## config.mk

```make
export PLATFORM = sky130hd
export DESIGN_NAME = pcm_frame_fifo
export DESIGN_NICKNAME = d
export VERILOG_FILES = /design/src/rtl/pcm_frame_fifo.sv
export SDC_FILE = /design/constraint.sdc
export NUM_CORES = 1
export LEC_CHECK = 0
export ABC_AREA = 1
export CAP_MARGIN = 10
export CORE_AREA = 2 2 286 429
export CTS_BUF_LIST = sky130_fd_sc_hd__clkbuf_4
export DETAILED_ROUTE_END_ITERATION = 6
export DIE_AREA = 0 0 288 431
export PLACE_DENSITY = 0.53
export REMOVE_ABC_BUFFERS = 1
export SLEW_MARGIN = 15
export SYNTH_ARGS = -nofsm -noshare
export SYNTH_HDL_FRONTEND = slang
export SYNTH_SLANG_ARGS = --single-unit
```

## constraint.sdc

```tcl
create_clock -name clk -period 9.07 [get_ports clk]
set_clock_uncertainty 0.05 [all_clocks]
set_input_delay 0.907 -clock clk [delete_from_list [all_inputs] [get_ports clk]]
set_output_delay 0.907 -clock clk [all_outputs]
set_load 0.02 [all_outputs]
```

## src/rtl/pcm_frame_fifo.sv

```systemverilog
// pcm_frame_fifo: pairs left/right PCM words into stereo frames and buffers them
// in a first-word-fall-through FIFO. The input is never back-pressured; frames that find the FIFO full are dropped and counted.
module pcm_frame_fifo #(
  parameter int DATA_W = 24,
  parameter int DEPTH  = 16,
  parameter int ADDR_W = 4
) (
  input  logic              clk,
  input  logic              rst,
  input  logic              clear,
  input  logic              in_valid,
  output logic              in_ready,
  input  logic [DATA_W-1:0] in_data,
  input  logic              in_chan,
  output logic              out_valid,
  input  logic              out_ready,
  output logic [DATA_W-1:0] out_left,
  output logic [DATA_W-1:0] out_right,
  output logic [ADDR_W:0]   level,
  output logic [15:0]       overflow_cnt,
  output logic              sync_err
);

  localparam logic            CHAN_L  = 1'b0;
  localparam logic            CHAN_R  = 1'b1;
  localparam logic [ADDR_W:0] PTR_ONE = {{ADDR_W{1'b0}}, 1'b1};
  localparam logic [15:0]     CNT_MAX = 16'hFFFF;

  typedef enum logic {WAIT_L, WAIT_R} pair_state_t;

  pair_state_t       state;
  logic [DATA_W-1:0] left_hold;

  logic [ADDR_W:0]   wr_ptr;
  logic [ADDR_W:0]   rd_ptr;
  logic [ADDR_W-1:0] wr_addr;
  logic [ADDR_W-1:0] rd_addr;

  logic [DATA_W-1:0] mem_left  [DEPTH];
  logic [DATA_W-1:0] mem_right [DEPTH];

  logic accept;
  logic push_req;
  logic push;
  logic pop;
  logic drop;
  logic empty;
  logic full;

  assign wr_addr = wr_ptr[ADDR_W-1:0];
  assign rd_addr = rd_ptr[ADDR_W-1:0];

  assign empty = (wr_ptr == rd_ptr);
  assign full  = (wr_addr == rd_addr) && (wr_ptr[ADDR_W] != rd_ptr[ADDR_W]);

  assign accept   = in_valid & in_ready;
  assign push_req = accept & (state == WAIT_R) & (in_chan == CHAN_R) & ~clear;
  assign pop      = ~empty & out_ready & ~clear;
  // A pop in the same cycle frees the slot, so a full FIFO can still take the frame.
  assign push     = push_req & (~full | pop);
  assign drop     = push_req & full & ~pop;

  always_ff @(posedge clk or posedge rst) begin
    if (rst) begin
      in_ready <= 1'b0;
    end else begin
      in_ready <= 1'b1;
    end
  end

  always_ff @(posedge clk or posedge rst) begin
    if (rst) begin
      state     <= WAIT_L;
      left_hold <= '0;
      sync_err  <= 1'b0;
    end else begin
      sync_err <= 1'b0;
      if (clear) begin
        state <= WAIT_L;
      end else if (accept) begin
        case (state)
          WAIT_L: begin
            if (in_chan == CHAN_L) begin
              left_hold <= in_data;
              state     <= WAIT_R;
            end else begin
              sync_err <= 1'b1;
            end
          end
          WAIT_R: begin
            if (in_chan == CHAN_R) begin
              state <= WAIT_L;
            end else begin
              left_hold <= in_data;
              sync_err  <= 1'b1;
            end
          end
          default: state <= WAIT_L;
        endcase
      end
    end
  end

  always_ff @(posedge clk or posedge rst) begin
    if (rst) begin
      wr_ptr <= '0;
      rd_ptr <= '0;
    end else if (clear) begin
      wr_ptr <= '0;
      rd_ptr <= '0;
    end else begin
      if (push) begin
        wr_ptr <= wr_ptr + PTR_ONE;
      end
      if (pop) begin
        rd_ptr <= rd_ptr + PTR_ONE;
      end
    end
  end

  always_ff @(posedge clk or posedge rst) begin
    if (rst) begin
      overflow_cnt <= '0;
    end else if (clear) begin
      overflow_cnt <= '0;
    end else if (drop && (overflow_cnt != CNT_MAX)) begin
      overflow_cnt <= overflow_cnt + 16'd1;
    end
  end

  // Storage is deliberately not reset; the empty gating below hides stale contents.
  always_ff @(posedge clk) begin
    if (push) begin
      mem_left[wr_addr]  <= left_hold;
      mem_right[wr_addr] <= in_data;
    end
  end

  assign out_valid = ~empty;
  assign out_left  = empty ? '0 : mem_left[rd_addr];
  assign out_right = empty ? '0 : mem_right[rd_addr];
  assign level     = wr_ptr - rd_ptr;

endmodule

```

# [Word-level counts from Yosys, hierarchy flattened]
# Memory sizes are Yosys's and may differ from the RTL's.
# Index checks and enable logic that the tools add are counted.
[classes] muxes=18 n_bitwise=16 eq_ne=4 reduce_logical=7 n_addsub=4
[op_table] operator="2-to-1 mux 24 bit" count=3
[op_table] operator="2-to-1 mux 16 bit" count=2
[op_table] operator="2-to-1 mux 5 bit" count=4
[op_table] operator="adder 16 x 1 -> 16 bit, second input constant" count=1
[op_table] operator="inequality test 16 bit, second input constant" count=1
[op_table] operator="adder 5 x 1 -> 5 bit, second input constant" count=2
[op_table] operator="AND 1 bit" count=9
[op_table] operator="2-to-1 mux 1 bit" count=8
[op_table] operator="nonzero test 2 bit" count=4
[op_table] operator="NOT 1 bit" count=6
[op_table] operator="== test 5 bit" count=1
[op_table] operator="subtractor 5 bit" count=1
[op_table] operator="== test 4 bit" count=1
[op_table] operator="AND reduction 3 bit" count=1
[op_table] operator="logical AND 1 bit" count=2
[op_table] operator="one-hot mux 1 bit (2 select lines)" count=1
[op_table] operator="inequality test 1 bit" count=1
[op_table] operator="bitwise OR 1 bit" count=1
[totals] word_cells=58 inputBits=30 memories=2 ram_bits=768 register_bits=53 output_inout_bits=72
[memory_table] name="mem_left" depth=16 word_bits=24 rd=1 rd_ports_with_merged_regs=0 write_ports=1 line="39" source="logic [DATA_W-1:0] mem_left [DEPTH];"
[memory_table] name="mem_right" depth=16 word_bits=24 rd=1 rd_ports_with_merged_regs=0 write_ports=1 line="40" source="logic [DATA_W-1:0] mem_right [DEPTH];"

# [Longest topological paths before layout]
# Gate-level depths: netlist (run 1).
[depth] depth_word=9 ltp_mapped=14 ltp_nobuf=11

# [Least setup slack after synthesis (run 1)]
# No wires, ideal clock.
[synth_path] path_kind="register to register" startpoint="reg rd_ptr[1]" endpoint="mem mem_left[0][0], enable pin" setup_time_ns=0.513 slack_ns=3.308 stages_incl_launch_ff=14 required_ns=8.507 arrival_time_ns=5.199 path_cell_list="dfrtp_1 buf_2 inv_1 buf_2 buf_2 ha_1 nand2_1 nor2_2 nand2_2 nand3_2 nand2_1 nand2_1 buf_2 nor3_1"
[synth_between] elab_chain_cells=8 elab_cells_between_ends=11 classes_between="eq/ne (2); mux (2); bitwise (6); reduce/logical (1)"
[synth_lines] item="start: declaration" line="35" source="logic [ADDR_W:0] rd_ptr;"
[synth_lines] item="start signal: assignment" line="116" source="rd_ptr <= rd_ptr + PTR_ONE;"
[synth_lines] item="== test 5 bit" line="53" source="assign empty = (wr_ptr == rd_ptr);"
[synth_lines] item="NOT 1 bit"
[synth_lines] item="via out_valid" line="15" source="output logic out_valid,"
[synth_lines] item="AND 1 bit (2 in a row)" line="58" source="assign pop = ~empty & out_ready & ~clear;"
[synth_lines] item="bitwise OR 1 bit" line="60" source="assign push = push_req & (~full | pop);"
[synth_lines] item="AND 1 bit" line="60"
[synth_lines] item="2-to-1 mux 1 bit" line="133" source="if (push) begin"
[synth_lines] item="2-to-1 mux 1 bit (implied by the code)" line="134" source="mem_left[wr_addr] <= left_hold;"
[synth_lines] item="end: declaration" line="39"
# The timed path passes the listed nets, and every way through them passes these cells.

# [Final worst setup path (run 1)]
[layout_path] startpoint="reg rd_ptr[0]" endpoint="out out_left[11]"
[layout_between] elab_chain_cells=2 elab_cells_between_ends=3 classes_between="eq/ne (1); mux (1); memory (1)"
[layout_lines] item="memory (16 x 24 bit) or == test 5 bit (tied branches)"
[layout_lines] item="2-to-1 mux 24 bit (*)" line="140" source="assign out_left = empty ? '0 : mem_left[rd_addr];"
[layout_lines] item="end: declaration" line="17" source="output logic [DATA_W-1:0] out_left,"
# Every way passes the cells marked *; elsewhere a longest branch is shown, timed or not.

==> impl_metrics.yaml, run 1 <==
synthesis:
  ys_seq_area_share_pct: 68.1
  synth_cell_types: 31
  syn_inst: 3497
  syn_area_per_cell_um2: 10.2
  synthesis.area_um2: 35800
  ys_ff_latch: 821
  ys_warn_count: 0
sta:
  relSlewSlack_pct: 25.1
  rsz0062_at_grt: "false"
  fmax_mhz: 157
  setup_violations: 0
  slew_violations: 0
  period_share_pct: 70.3
  holdWs_ns: 0.423
  finalHoldViolations: 0
  finalWorstSetupSlack_ns: 2.69
  period_minus_slack_ns: 6.38
  worst_pin_slew_ns: 1.12
routing:
  vias: 24100
  antenna_left: 0
  wl_um: 93800
  wl_per_cell_um: 17.4
  drc: 0
  dr.pass1.iters: 7
  viasPerCell: 4.46
  drtIter0Drc: 1522
worst_setup_path:
  crit_buf_inv: 3
  cp_slowest_cell: "dfrtp_4"
  arrival_ns: 5.42
  reg2reg_slack_ns: 4.12
  worstPathCellList: "clkinv_8, buf_12, nand2_1, nand3_1, nand3_1, nand3_1, a21oi_1, clkdlybuf4s50_1"
  crit_path_start_kind: "register"
  critPathTopFamily: "buffers and inverters"
  end_kind: "output pin"
  crit_path_frequent_cell: "nand3_1"
  path_max_fanout: 212
  criticalPathCategory: "reg -> out"
  required_ns: 8.11
  cpPeakStageDelay_ns: 0.97
die:
  core-area_um2: 120000
  io_pins: 102
  rows: 156
  die_area_um2: 124000
  initial_core_util_pct: 29.8
  fp.dieW_um: 288
  die_y_um: 431
clock_network:
  root_buffer: "clkbuf_4"
  cts_tree: "built"
  cts-resized-gates: 0
  clk_path_buf_depth: 3
  postCtsSetupRepairBufs: 0
  cts_made_buffers: 194
  hold_buffers: 0
  htreeDepth: 4
  numClockSinks: 821
  insertion_delay_ns: 1.05
  clk_pin_slew_worst_paths_ns: 0.07
power:
  power.density_nw_per_um2: 184
  ir_drop_v: 0.000118
  p_leak_nw: 17.0
hold_path:
  hold_class: "in -> async"
global_routing:
  grt_pass1_wl_um: 142000
  grt_max_degree: 213
  grt_pass1_vias: 23900
  grt_overflow_total: 0
  grt_usage_pct: 15.2
  antenna_found_initial: 3
layout:
  final_cell_mix: "1192 x nand2_1, 768 x edfxtp_1, 564 x inv_1"
  drive_gt1_share_pct: 11.0
  area_delta_synth_final_pct: 14.2
  postLayoutCellArea_um2: 40900
  final_common_cell: "nand2_1"
  fin_nets: 3710
placed_design:
  numPortBuffers: 101
  place_congestion: 0.772
  placed_area_um2: 38400
  pre_cts_slack_ns: 3.78
  dpl.hpwl_um: 46700
status:
  outcome: "finished clean"
run:
  drv_cap: 0
## tightest hold or removal path, cell delays in order
cell and delay [ns]:
clkdlybuf4s50_1 0.41, clkinv_2 0.04, buf_4 0.72
## per-layer routing
| metal | up-vias | share of wire [%] | track usage, % |
|---|---|---|---|
| li1 | 11700 | - | - |
| met1 | 11700 | 41 | 18.1 |
| met2 | 555 | 51 | 27.0 |
| met3 | 166 | 5.0 | 3.01 |
| met4 | 4 | 2.7 | 5.68 |
| met5 | - | 0.025 | 0 |
## area by class of cell
class,count,area [µm²]
Clock buffer,280,2100
Multi-Input combinational cell,1934,8490
Antenna cell,1,2.50
Sequential cell,821,24400
Timing Repair Buffer,146,1360
Tap cell,1580,1980
Inverter,572,2170
Fill cell,12200,79400
Clock inverter,72,385
## worst paths after layout
check,start,endpoint,cells after the start
worst max-delay path,rd_ptr[0],out_left[11],8
worst min-delay path,rst,left_hold[2],3
worst max register to register,rd_ptr[1],mem_left[14][1],10
worst min register to register,state,state,2
max in group asynchronous,rst,rd_ptr[1],3
min in group clk,in_valid,state,4
## metrics by stage
step	instances	total power [W]	setup TNS (ns)	utilization, %
5_1_grt	5406	0.00783	0	34.0
6_report	5406	0.00751	0	34.0
3_3_place_gp	5053	0.00461	0	31.9
2_1_floorplan	3327	0.00449	-3281.72	-
3_5_place_dp	5053	0.00461	0	31.9
4_1_cts	5405	0.00763	0	34.0
## kinds of logic after synthesis
kind of cell | share of synthesized area [%]
buf+inv | 8.40
xor+xnor | 0.294
other cells | 0.0105
flops | 68.1
compound gates | 1.50
fa+ha+maj | 0.405
mux | 0.755
simple gates | 20.5
## synthesized netlist by cell type
library cell,count,area (µm²)
a211oi_1,1,7.51
a21oi_1,50,250
buf_1,16,60.1
buf_2,85,425
buf_4,22,165
buf_6,4,45.0
clkbuf_1,43,161
clkinv_1,1,3.75
conb_1,1,3.75
dfrtp_1,53,1330
edfxtp_1,768,23100
fa_1,1,20.0
ha_1,10,125
inv_1,568,2130
inv_2,2,7.51
inv_4,1,6.26
mux2_2,24,270
nand2_1,1193,4480
nand2_2,3,18.8
nand3_1,421,2110
nand3_2,10,100
nand4_1,10,62.6
nor2_1,122,458
nor2_2,3,18.8
nor2_4,1,11.3
nor3_1,16,80.1
o21ai_0,54,270
o21bai_1,1,7.51
or2_2,1,6.26
xnor2_1,1,8.76
xor2_1,11,96.3
## power breakdown
part | total, W | switching (W) | internal (W) | leakage (nW)
registers | 0.00437 | 0.000105 | 0.00426 | 7.60
logic | 0.000157 | 0.000102 | 0.0000550 | 7.95
clock network | 0.00299 | 0.00148 | 0.00151 | 1.48
total | 0.00751 | 0.00168 | 0.00583 | 17.0
## state kept, by name (all words and copies together), names as in the netlist
| register | flops |
|---|---|
| in_ready | 1 |
| left_hold | 24 |
| mem_left | 384 |
| mem_right | 384 |
| overflow_cnt | 16 |
| rd_ptr | 5 |
| state | 1 |
| sync_err | 1 |
| wr_ptr | 5 |
(Power assumes the default switching activity.)
==> inputs of run 2 (changes only) <==
clock period = 6.5 ns   (was 9.07 ns; I/O delays follow)
==> run 2 against run 1 <==
Register-to-register slack worse by 2.2 ns. Final area grew 0.68%. Critical path depth is 1 higher. Routed wire length is 2.5% higher. Flip-flop and latch count did not move. Via count rose by 0.26%. First-iteration DRC count decreased by 3.4%. Sequential share of layout area is 0.40 points lower. Non-clock buffer count is 9 higher.
==> impl_metrics.yaml, run 2 (synthesis gave the netlist of run 1 again) <==
clock_network:
  clk_path_buf_depth: 3
  cts_tree: "built"
  htreeDepth: 4
  root_buffer: "clkbuf_4"
  cts-resized-gates: 0
  cts_made_buffers: 193
  insertion_delay_ns: 1.12
  numClockSinks: 821
  hold_buffers: 2
  clk_pin_slew_worst_paths_ns: 0.07
  postCtsSetupRepairBufs: 0
layout:
  fin_nets: 3718
  fill_cells: 12200
  final_cell_mix: "1192 x nand2_1, 768 x edfxtp_1, 564 x inv_1"
  final_common_cell: "nand2_1"
  drive_gt1_share_pct: 11.5
  regArea_um2: 24400
  reg.largest.list: "mem_left: 384 flops, mem_right: 384 flops, left_hold: 24 flops"
  area_delta_synth_final_pct: 15.0
  multi_input_area_um2: 8490
hold_path:
  whs_path_depth: 3
  min-delay-start: "in_chan"
  hold_class: "in -> reg"
  hold-path-endpoint: "sync_err"
global_routing:
  grt_max_degree: 167
  antenna_found_initial: 3
  grt_pass1_wl_um: 144000
  use_met1_pct: 18.1
  use_met2_pct: 27.9
  grt_pass1_vias: 23800
  busiest_layer: "met2"
  use_met3_pct: 3.04
  grt_overflow_total: 0
  grt_usage_pct: 15.6
worst_setup_path:
  required_ns: 5.80
  r2r_start: "rd_ptr[1]"
  reg2reg_slack_ns: 1.90
  crit_path_start_kind: "register"
  r2r_end: "mem_left[1][2]"
  r2r_cells: 10
  path_max_fanout: 63
  criticalPathCategory: "reg -> out"
  arrival_ns: 5.35
  end_kind: "output pin"
run:
  drv_cap: 0
die:
  core-area_um2: 120000
  rows: 156
  die_area_um2: 124000
  die_y_um: 431
  io_pins: 102
  fp.dieW_um: 288
  initial_core_util_pct: 29.8
placed_design:
  pre_cts_slack_ns: 1.51
  place_congestion: 0.779
  numPortBuffers: 101
  dpl.hpwl_um: 49500
sta:
  finalWorstSetupSlack_ns: 0.447
  setup_violations: 0
  period_share_pct: 93.1
  worst_pin_slew_ns: 1.14
  slew_violations: 0
  rsz0062_at_grt: "false"
  period_minus_slack_ns: 6.05
  finalHoldViolations: 0
  relSlewSlack_pct: 24.2
  fmax_mhz: 165
  tns_ns: 0
routing:
  antenna_left: 0
  drtIter0Drc: 1471
  drc: 0
  wl_per_cell_um: 17.7
  viasPerCell: 4.45
  vias: 24200
  wl_um: 96200
  dr.pass1.iters: 5
power:
  power.density_nw_per_um2: 261
  p_leak_nw: 17.2
  ir_drop_v: 0.000180
status:
  outcome: "finished clean"
==> run 2: worst max-delay path: stages, from the launching register on <==
cell and delay [ns]:
dfrtp_4 1.03, inv_6 0.44, ha_1 0.44, nand2_1 0.06
nor2_2 0.12, nand2_2 0.11, inv_2 0.78, buf_4 0.44
a21oi_1 0.18, clkdlybuf4s50_1 0.59
==> run 2: final cells by class <==
class	instances	share of cell area, %
antenna	4	0.0243
clock buffer	296	5.40
clock inverter	64	1.10
inverter	572	5.27
multi-input combinational	1934	20.6
sequential	821	59.3
tap	1580	4.80
timing repair buffer	155	3.51
==> run 2: worst max path at each step <==
stage	start	endpoint	slack, ns
after floorplan	rd_ptr[1]	mem_left[0][0]	-6.76
after global placement	rd_ptr[1]	out_left[11]	1.57
after detailed placement	rd_ptr[1]	out_left[11]	1.51
after CTS	rd_ptr[1]	out_left[11]	0.24
after global routing	rd_ptr[1]	out_left[11]	0.11
final	rd_ptr[1]	out_left[11]	0.45
==> run 2: through the flow <==
step	instance area [µm²]	utilization [%]	hold slack (ns)	cells	power [W]
6_report	41200	34.2	0.166	5426	0.0107
4_1_cts	41200	34.2	0.0148	5422	0.0109
5_1_grt	41200	34.2	0.115	5426	0.0112
3_5_place_dp	38500	32.0	0.480	5060	0.00643
2_1_floorplan	34900	-	0.445	3327	0.00627
3_3_place_gp	38500	32.0	0.479	5060	0.00643
==> run 2: power by group <==
group | internal (W) | switching, W | leakage, nW
registers | 0.00594 | 0.000145 | 7.60
clock network | 0.00233 | 0.00210 | 1.56
logic | 0.0000775 | 0.000145 | 7.99
total | 0.00835 | 0.00239 | 17.2
==> run 2: routing by layer <==
layer	up-vias	share of wire (%)
met5	-	0.011
met4	2	2.7
met3	174	4.4
met2	541	52
met1	11700	41
li1	11700	-
==> inputs of run 3 (changes only) <==
CELL_PAD_IN_SITES_DETAIL_PLACEMENT = 1   (was not set)
CELL_PAD_IN_SITES_GLOBAL_PLACEMENT = 2   (was not set)
PLACE_DENSITY = 0.7   (was 0.53)
SETUP_SLACK_MARGIN = 0.4   (was not set)
==> run 3 against run 2 <==
Cell count about the same. Routed wire length is 9.3% higher. Setup slack improved by 0.34 ns. Non-clock buffer count down 2. First-iteration DRC count down 18%. Clock power hardly changed. Combinational power hardly changed. Hold slack improved by 0.063 ns. Final area up 0.16%. Critical path type unchanged. Critical endpoint is now out_left[15].
==> impl_metrics.yaml, run 3 (synthesis gave the netlist of run 1 again) <==
status:
  outcome: "finished clean"
routing:
  drtIter0Drc: 1210
  wl_per_cell_um: 19.4
  drc: 0
  dr.pass1.iters: 5
  wl_um: 105000
  viasPerCell: 4.59
  antenna_left: 0
  vias: 24900
clock_network:
  numClockSinks: 821
  cts_made_buffers: 200
  clk_path_buf_depth: 3
  root_buffer: "clkbuf_4"
  clk_pin_slew_worst_paths_ns: 0.07
  postCtsSetupRepairBufs: 0
  htreeDepth: 4
  cts_tree: "built"
  insertion_delay_ns: 1.12
layout:
  area_delta_synth_final_pct: 15.2
  final_cell_mix: "1192 x nand2_1, 768 x edfxtp_1, 564 x inv_1"
  reg.largest.list: "mem_left: 384 flops, mem_right: 384 flops, left_hold: 24 flops"
  fin_nets: 3723
  final_common_cell: "nand2_1"
  fin_util_pct: 34.3
  postLayoutCellArea_um2: 41200
  drive_gt1_share_pct: 11.6
  fill_cells: 13700
power:
  p_switching_w: 0.00242
  pwr-share-comb_pct: 2.1
  p_sw_share_pct: 22.4
  power.density_nw_per_um2: 262
  clockPowerShare_pct: 41.3
  ir_drop_v: 0.000157
  p_int_w: 0.00837
  power_frac_seq_pct: 56.6
  p_leak_nw: 17.2
worst_setup_path:
  end_kind: "output pin"
  criticalPathCategory: "reg -> out"
  path_max_fanout: 67
  required_ns: 5.80
  arrival_ns: 5.01
  crit_path_start_kind: "register"
  r2r_cells: 9
sta:
  setup_violations: 0
  slew_violations: 0
  holdWs_ns: 0.229
  period_minus_slack_ns: 5.71
  tns_ns: 0
  fmax_mhz: 175
  worst_pin_slew_ns: 1.21
  relSlewSlack_pct: 19.6
  finalWorstSetupSlack_ns: 0.787
  rsz0062_at_grt: "false"
  finalHoldViolations: 0
  period_share_pct: 87.9
die:
  die_y_um: 431
  rows: 156
  initial_core_util_pct: 29.8
  core-area_um2: 120000
  io_pins: 102
  die_area_um2: 124000
  fp.dieW_um: 288
hold_path:
  hold_class: "in -> reg"
  whs_path_depth: 3
placed_design:
  dpl.hpwl_um: 53000
  numPortBuffers: 101
  placed_area_um2: 38500
  pre_cts_slack_ns: 1.85
  place_congestion: 0.730
global_routing:
  antenna_found_initial: 2
  grt_overflow_total: 0
  grt_usage_pct: 17.2
  grt_pass1_vias: 26600
  grt_pass1_wl_um: 160000
  grt_max_degree: 153
run:
  drv_cap: 0
run 3: cell count changes in the layout (fill, tap and decap cells not counted):
cell,change
clkinv_4,-2
buf_12,+7
bufinv_16,-2
clkinvlp_4,-4
clkbuf_4,+19
buf_4,-12
inv_6,-3
inv_2,+1
dlygate4sd3_1,+3
clkinv_2,-2
clkinv_1,-4
run 3: worst paths after layout:
kind | end | slack (ns) | startpoint
min in group asynchronous | sync_err | 0.41 | rst
max reg2reg | mem_right[14][19] | 2.30 | rd_ptr[0]
min | rd_ptr[0] | 0.23 | out_ready
max | out_left[15] | 0.79 | rd_ptr[0]
min reg2reg | sync_err | 0.51 | state
max in group asynchronous | left_hold[12] | 4.86 | rst
run 3: critical path: stages (launching register included):
cell	delay [ns]
dfrtp_4	1.02
ha_1	0.40
nand2_1	0.09
nor2_2	0.05
nand2_2	0.11
clkinv_2	0.66
a21oi_1	0.80
clkdlybuf4s50_1	0.73
run 3: metal layers:
metal  GRT usage [%]  routed length [µm]  vias to the layer above
li1                -                   -                    11800
met1            21.0               45900                    12600
met2            30.6               53200                      404
met3            3.26                3870                      166
met4            5.17                2100                        0
met5               0                   0                        -
run 3: repair_timing:
item | 4_1_cts | 5_1_grt
endpoints found under the setup margin | 0 | 0
hold endpoints to repair | 18 | 0
gates resized for setup | 0 | 0
hold buffers | 5 | 0
run 3: area by class of cell:
type / instances / area, µm² / area share, %
inverters: 572 / 2170 / 5.27
flip-flops and latches: 821 / 24400 / 59.2
clock buffers: 315 / 2360 / 5.74
repair buffers: 153 / 1530 / 3.70
clock inverters: 48 / 294 / 0.713
multi-input cells: 1934 / 8490 / 20.6
diodes: 4 / 10.0 / 0.0243
well taps: 1580 / 1980 / 4.79
run 3: power by group through the flow:
stage          combinational [W]  sequential (W)  clock, W
2_1_floorplan           0.000119         0.00615         0
3_3_place_gp            0.000226         0.00622         0
3_5_place_dp            0.000230         0.00623         0
4_1_cts                 0.000233         0.00611   0.00463
5_1_grt                 0.000254         0.00613   0.00486
6_report                0.000225         0.00610   0.00446
run 3: through the flow:
step / total power, W / std cells
2_1_floorplan: 0.00627 / 3327
3_3_place_gp: 0.00644 / 5055
3_5_place_dp: 0.00646 / 5055
4_1_cts: 0.0110 / 5423
5_1_grt: 0.0112 / 5427
6_report: 0.0108 / 5427
